File: src/rtl/mc_core.sv
// Multi-cycle core: FETCH/DECODE/EXEC/MEM/WB sequencer, 16-entry register file, req/ack memory ports.
// Optional feature macro: CORE_MUL_EN enables opcode 11 (MUL); undefined leaves it illegal.
module mc_core #(
  parameter int DATA_W  = 16,
  parameter int PC_W    = 13,
  parameter int DADDR_W = 13
) (
  input  logic               clk,
  input  logic               rst,
  output logic               imem_req,
  output logic [PC_W-1:0]    imem_addr,
  input  logic               imem_ack,
  input  logic [15:0]        imem_rdata,
  output logic               dmem_req,
  output logic               dmem_we,
  output logic [DADDR_W-1:0] dmem_addr,
  output logic [DATA_W-1:0]  dmem_wdata,
  input  logic               dmem_ack,
  input  logic [DATA_W-1:0]  dmem_rdata,
  output logic               retire,
  output logic               halted,
  output logic               illegal
);

  typedef enum logic [2:0] {S_FETCH, S_DECODE, S_EXEC, S_MEM, S_WB, S_HALT} state_t;

  localparam logic [3:0] OP_ADD = 4'h0, OP_SUB = 4'h1, OP_AND = 4'h2, OP_OR  = 4'h3;
  localparam logic [3:0] OP_XOR = 4'h4, OP_SLT = 4'h5, OP_LDI = 4'h6, OP_LD  = 4'h7;
  localparam logic [3:0] OP_ST  = 4'h8, OP_BEQZ = 4'h9, OP_JMP = 4'hA, OP_MUL = 4'hB;
  localparam logic [3:0] OP_HALT = 4'hF;

  state_t             state_r, state_n;
  logic [PC_W-1:0]    pc_r;
  logic [15:0]        ir_r;
  logic [DATA_W-1:0]  a_r, b_r, d_r, res_r;
  logic [DATA_W-1:0]  rf_r [16];
  logic               imem_req_r, dmem_req_r, dmem_we_r, halted_r, illegal_r;
  logic [DADDR_W-1:0] dmem_addr_r;
  logic [DATA_W-1:0]  dmem_wdata_r;
  logic [DATA_W-1:0]  alu_s;
  logic               retire_s, slt_s;
  logic [3:0]         op_s, rd_s, rs_s, rt_s;
  logic [7:0]         imm8_s;
  logic [11:0]        imm12_s;
  logic [PC_W-1:0]    pc_inc_s, br_target_s, jmp_target_s;

  function automatic logic op_legal(input logic [3:0] op);
    logic ok;
    case (op)
      OP_ADD, OP_SUB, OP_AND, OP_OR, OP_XOR, OP_SLT, OP_LDI,
      OP_LD, OP_ST, OP_BEQZ, OP_JMP, OP_HALT: ok = 1'b1;
`ifdef CORE_MUL_EN
      OP_MUL: ok = 1'b1;
`endif
      default: ok = 1'b0;
    endcase
    return ok;
  endfunction

  assign op_s         = ir_r[15:12];
  assign rd_s         = ir_r[11:8];
  assign rs_s         = ir_r[7:4];
  assign rt_s         = ir_r[3:0];
  assign imm8_s       = ir_r[7:0];
  assign imm12_s      = ir_r[11:0];
  assign slt_s        = $signed(a_r) < $signed(b_r);
  assign pc_inc_s     = pc_r + {{(PC_W-1){1'b0}}, 1'b1};
  // pc_r already points past the branch when EXEC runs
  assign br_target_s  = pc_r + PC_W'($signed(imm8_s));
  assign jmp_target_s = PC_W'(imm12_s);

  assign imem_req   = imem_req_r;
  assign imem_addr  = pc_r;
  assign dmem_req   = dmem_req_r;
  assign dmem_we    = dmem_we_r;
  assign dmem_addr  = dmem_addr_r;
  assign dmem_wdata = dmem_wdata_r;
  assign retire     = retire_s;
  assign halted     = halted_r;
  assign illegal    = illegal_r;

  // ALU result for register-writing opcodes
  always_comb begin
    alu_s = {DATA_W{1'b0}};
    case (op_s)
      OP_ADD: alu_s = a_r + b_r;
      OP_SUB: alu_s = a_r - b_r;
      OP_AND: alu_s = a_r & b_r;
      OP_OR:  alu_s = a_r | b_r;
      OP_XOR: alu_s = a_r ^ b_r;
      OP_SLT: alu_s = {{(DATA_W-1){1'b0}}, slt_s};
      OP_LDI: alu_s = DATA_W'($signed(imm8_s));
`ifdef CORE_MUL_EN
      OP_MUL: alu_s = a_r * b_r;
`endif
      default: alu_s = {DATA_W{1'b0}};
    endcase
  end

  // Next-state and retire decode
  always_comb begin
    state_n  = state_r;
    retire_s = 1'b0;
    case (state_r)
      S_FETCH: begin
        if (imem_req_r && imem_ack) state_n = S_DECODE;
        else                        state_n = S_FETCH;
      end
      S_DECODE: state_n = S_EXEC;
      S_EXEC: begin
        if (!op_legal(op_s)) begin
          state_n = S_HALT;
        end else begin
          case (op_s)
            OP_LD, OP_ST:    state_n = S_MEM;
            OP_BEQZ, OP_JMP: begin
              state_n  = S_FETCH;
              retire_s = 1'b1;
            end
            OP_HALT: state_n = S_HALT;
            default: state_n = S_WB;
          endcase
        end
      end
      S_MEM: begin
        if (dmem_req_r && dmem_ack) begin
          if (op_s == OP_LD) begin
            state_n = S_WB;
          end else begin
            state_n  = S_FETCH;
            retire_s = 1'b1;
          end
        end else begin
          state_n = S_MEM;
        end
      end
      S_WB: begin
        state_n  = S_FETCH;
        retire_s = 1'b1;
      end
      S_HALT:  state_n = S_HALT;
      default: state_n = S_FETCH;
    endcase
  end

  // Control state and registered request/status outputs
  always_ff @(posedge clk) begin
    if (rst) begin
      state_r    <= S_FETCH;
      imem_req_r <= 1'b0;
      dmem_req_r <= 1'b0;
      halted_r   <= 1'b0;
      illegal_r  <= 1'b0;
    end else begin
      state_r    <= state_n;
      imem_req_r <= (state_n == S_FETCH);
      dmem_req_r <= (state_n == S_MEM);
      halted_r   <= (state_n == S_HALT);
      if (state_r == S_EXEC && !op_legal(op_s)) illegal_r <= 1'b1;
    end
  end

  // Program counter and instruction register
  always_ff @(posedge clk) begin
    if (rst) begin
      pc_r <= {PC_W{1'b0}};
      ir_r <= 16'h0000;
    end else if (state_r == S_FETCH && imem_req_r && imem_ack) begin
      ir_r <= imem_rdata;
      pc_r <= pc_inc_s;
    end else if (state_r == S_EXEC && op_s == OP_BEQZ && d_r == {DATA_W{1'b0}}) begin
      pc_r <= br_target_s;
    end else if (state_r == S_EXEC && op_s == OP_JMP) begin
      pc_r <= jmp_target_s;
    end
  end

  // Operand latch, result register and data-port request fields
  always_ff @(posedge clk) begin
    if (rst) begin
      a_r          <= {DATA_W{1'b0}};
      b_r          <= {DATA_W{1'b0}};
      d_r          <= {DATA_W{1'b0}};
      res_r        <= {DATA_W{1'b0}};
      dmem_we_r    <= 1'b0;
      dmem_addr_r  <= {DADDR_W{1'b0}};
      dmem_wdata_r <= {DATA_W{1'b0}};
    end else begin
      if (state_r == S_DECODE) begin
        a_r <= rf_r[rs_s];
        b_r <= rf_r[rt_s];
        d_r <= rf_r[rd_s];
      end
      if (state_r == S_EXEC) begin
        res_r <= alu_s;
        if (op_s == OP_LD || op_s == OP_ST) begin
          dmem_we_r    <= (op_s == OP_ST);
          dmem_addr_r  <= DADDR_W'(a_r);
          dmem_wdata_r <= b_r;
        end
      end
      if (state_r == S_MEM && dmem_req_r && dmem_ack && op_s == OP_LD) res_r <= dmem_rdata;
    end
  end

  // Register file; R0 is never written so it always reads zero
  always_ff @(posedge clk) begin
    if (rst) begin
      for (int i = 0; i < 16; i++) rf_r[i] <= {DATA_W{1'b0}};
    end else if (state_r == S_WB && rd_s != 4'h0) begin
      rf_r[rd_s] <= res_r;
    end
  end

endmodule
File: config.mk
export PLATFORM = sky130hd
export DESIGN_NAME = mc_core
export DESIGN_NICKNAME = d
export VERILOG_FILES = /design/src/rtl/mc_core.sv
export SDC_FILE = /design/constraint.sdc
export NUM_CORES = 1
export LEC_CHECK = 0
export ABC_CLOCK_PERIOD_IN_PS = 3900
export BUFFER_PORTS_ARGS = -buffer_cell sky130_fd_sc_hd__buf_2
export CAP_MARGIN = 10
export CELL_PAD_IN_SITES_DETAIL_PLACEMENT = 1
export CELL_PAD_IN_SITES_GLOBAL_PLACEMENT = 2
export CORE_MARGIN = 2
export CORE_UTILIZATION = 44
export CTS_CLUSTER_SIZE = 24
export DETAILED_ROUTE_END_ITERATION = 10
export PLACE_DENSITY = 0.9
export SYNTH_ARGS = -nofsm -noshare
export SYNTH_HDL_FRONTEND = slang
export SYNTH_SLANG_ARGS = --single-unit
File: constraint.sdc
create_clock -name clk -period 3.9 [get_ports clk]
set_input_delay 0.78 -clock clk [delete_from_list [all_inputs] [get_ports clk]]
set_output_delay 0.78 -clock clk [all_outputs]
set_load 0.03 [all_outputs]
==> metrics.md <==
| Metric | Value |
|---|---|
| Worst reg-to-reg path cell count | 9 |
| CP arrival | between 2 and 3 ns |
| Sequential share of power | 0.445 |
| Setup bufs post-CTS | 0 |
| Worst setup path end | retire |
| PnR worst setup slack | about 0.48 ns |
| Die area | roughly 56000 um^2 |
| Num ports | 84 |
| Total negative setup slack | 0 ns |
| Largest net degree at the start of global routing | 76 |
| Register area share after synthesis | 0.434 |
| Area grow syn2layout | 11.1% |
| Normalized max-slew margin | 0.195 |
| Primary FF master, synth | edfxtp_1 |
| Comb power frac | 0.139 |
| Peak VDD IR | roughly 0.28 mV |
| Commonest non-fill, non-tap cell in the layout | edfxtp_1 |
| R2R Setup Slk | around 0.86 ns |
| CTS tree | built |
| GRT Resource Usage Total | 0.282 |
| Post-DP HPWL | between 50000 and 60000 um |
| CP cell instances | nor3b_4, nand2_1, or4_1, o221ai_1, buf_2 |
| Layout cells sized above 1 | 0.246 |
| Crit Path Category | reg -> out |
| CTS root buf | clkbuf_16 |
| FF-to-FF End | res_r[7]$_SDFFE_PP0P_ |
| Hold_buf cts | 0 |
| Routed WL per cell | approximately 28 um |
| Area contributors post-synth | edfxtp_1 (32%), mux4_2 (23%), dfxtp_1 (11%), and2_1 (6.5%), nand2_1 (4.0%) |
| Clock sink count | 387 |
| Setup-failing EPs final | 0 |
| Initial antenna violation count | 1 |
| Core area | between 50000 and 60000 um^2 |
| Power density over the cells | 400 nW/um^2 |
| H-tree levels | 2 |
| Chip height | between 200 and 250 um |
| Final setup skew | roughly 0.028 ns |
| Slew Limit Fails | 0 |
| Crit path max fanout | 14 |
| Mapped cell area | roughly 24000 um^2 |
| Slew @ Worst Pin | between 1 and 1.5 ns |
| Starting Density | 0.443 |
| Reg2Reg Launch Point | b_r[1]$_SDFFE_PP0P_ |
| Drt total wl | 78200 um |
| Setup slack at placement | approximately 0.87 ns |
| Max Freq | 292 MHz |
| Period utilization | 0.877 |
| First-pass GRT wire length | roughly 120000 um |
| Remaining Overflow, GRT | 0 |
| Synthesized flop and latch total | approximately 390 |
| Number of max-cap violations | 0 |
| Vias in the first global route | 18400 |
| Yosys cell types | 90 |
| Vias per cell | ~6.4 |
| Gate Count Post-Synth | ~2000 |
| Total stage count of the critical path | 5 |
| Final Instance Count excl. Fillers | 2766 |
| Min Tclk post-route | 3.42 ns |
| Clk_lat worst skew | between 0.6 and 0.7 ns |
| Width of the die | 236 um |
| Post-cts gate resize count | 0 |
| Clock Path Buffers | 3 |
| Hold depth | 3 |
| Synth area leader | edfxtp_1 |
| RSZ-0062 raised after global routing | no |
| Worst endpoint required time | around 3.1 ns |
| Post-synth EDFFs | approximately 260 |
| Leak | about 9 nW |
| Status | finished, final reports clean |
| Most frequent cells in the layout | edfxtp_1 (256), nand2_1 (252), and2_1 (246) |
| Crit end category | output pin |
| Num CTS Buffers | 44 |
| Psw | 2.84 mW |
| GPL Wtd Cong | between 0.8 and 0.9 |
| Count of input and output buffers | 83 |
| Pint | between 7 and 8 mW |
| Warnings from Yosys | 0 |
| Number of buffers and inverters on the critical path | 1 |
| Hold Path Class | in -> reg |
| Total iterations of the first detailed-routing run | 7 |
| DRC Markers | 0 |
| Worst Setup Start Kind | flop |
| # rows | 85 |
| DR iter-0 viols | ~1600 |
| CP peak stage delay | 0.50 ns |
| Post-synth top area share | 0.324 |
| Worst-path clk slew | around 0.06 ns |
| Clock share of power | 0.416 |
| Final hold viol count | 0 |
| Syn_area_per_cell | around 12 um^2 |
| Via count | 17700 |
| Antenna diodes | 0 |
| Sw Ratio | 0.269 |
| Crit-path leading delay family | simple AND/OR/NAND/NOR gates |
| Antenna viol nets, final | 0 |
| Final nets | roughly 2100 |
| Critical path's slowest cell | dfxtp_1 |
| Synth async-reset ratio | 0 |
| Placed cells | between 2000 and 3000 |
| Setup crit start | state_r[0]$_SDFF_PP0_ |
[power by group through the flow]
stage | Clock (mW) | Sequential [mW] | Combinational (mW)
after floorplan | 0 | 4.68 | 1.05
after global placement | 0 | 4.75 | 1.40
after detailed placement | 0 | 4.78 | 1.44
after CTS | 4.44 | 4.70 | 1.45
after global routing | 4.58 | 4.72 | 1.55
final | 4.40 | 4.70 | 1.46
[worst min path at each step]
stage	start	to	slack, ns
after global routing	imem_rdata[5]	ir_r[5]$_SDFFE_PP0P_	0.42
after global placement	dmem_addr[5]$_SDFFE_PP0P_	dmem_addr[5]$_SDFFE_PP0P_	0.44
final	imem_rdata[9]	ir_r[9]$_SDFFE_PP0P_	0.42
after floorplan	d_r[6]$_SDFFE_PP0P_	d_r[6]$_SDFFE_PP0P_	0.45
after detailed placement	dmem_addr[5]$_SDFFE_PP0P_	dmem_addr[5]$_SDFFE_PP0P_	0.45
after CTS	imem_rdata[9]	ir_r[9]$_SDFFE_PP0P_	0.40
[state kept, by name, indices dropped and copies added (netlist names), named ones only]
name	count
a_r	16
b_r	16
d_r	16
dmem_addr	13
dmem_req	1
dmem_wdata	16
dmem_we	1
halted	1
illegal	1
imem_addr	13
imem_req	1
ir_r	16
res_r	16
rf_r	256
state_r	3
[worst register-to-register path: cells and delay by family (launching register included)]
family | cells | cell delay, ns
AOI/OAI and AO/OA | 6 | 1.80
DFF | 1 | 0.48
adders and majority gates | 1 | 0.34
and+or+nand+nor | 1 | 0.16
buffers and inverters | 1 | 0.13
[per-stage QoR]
step	utilization	hold WS, ns	cell area [um^2]	total power, mW
after detailed placement	0.464	0.449	24900	6.22
final	0.493	0.417	26400	10.6
after floorplan	-	0.449	23800	5.73
after global placement	0.464	0.441	24900	6.16
after CTS	0.492	0.396	26400	10.6
after global routing	0.493	0.425	26400	10.9
[synth_stat cells (7+ instances only)]
master	count
a211oi_1	9
a21o_1	7
a21oi_1	146
a31oi_1	12
and2_1	247
and3_1	19
buf_1	10
buf_2	40
buf_4	7
clkbuf_1	99
dfxtp_1	131
edfxtp_1	256
ha_1	70
inv_1	58
mux2i_1	11
mux4_2	240
nand2_1	252
nand2b_1	9
nand3_1	22
nand4_1	11
nor2_1	68
nor2b_1	9
nor3_1	20
nor4_1	12
o21ai_0	55
o21bai_1	7
o22ai_1	16
xnor2_1	10
xor2_1	7
[area by class of cell]
type / instances / area [um^2]
Clock buffer: 55 / 1180
Clock inverter: 27 / 320
Fill cell: 5571 / 27200
Inverter: 60 / 225
Multi-Input combinational cell: 1403 / 12600
Sequential cell: 387 / 10300
Tap cell: 696 / 871
Timing Repair Buffer: 138 / 885
[layer usage]
layer / global-route usage / vias to the layer above / routed length [um]
met3: 0.0453 / 162 / 5610
met2: 0.488 / 808 / 39300
met4: 0.0859 / 2 / 2060
met5: 0 / - / 13
met1: 0.366 / 9122 / 31200
li1: - / 7574 / -
[kinds of logic after synthesis]
group	synth area share
adders and majority gates	0.0394
other	0.000158
AOI/OAI and AO/OA	0.0927
muxes	0.233
and+or+nand+nor	0.155
buffers and inverters	0.0397
DFF	0.434
xor gates and xnor gates	0.00627
(Power assumes the default switching activity.)
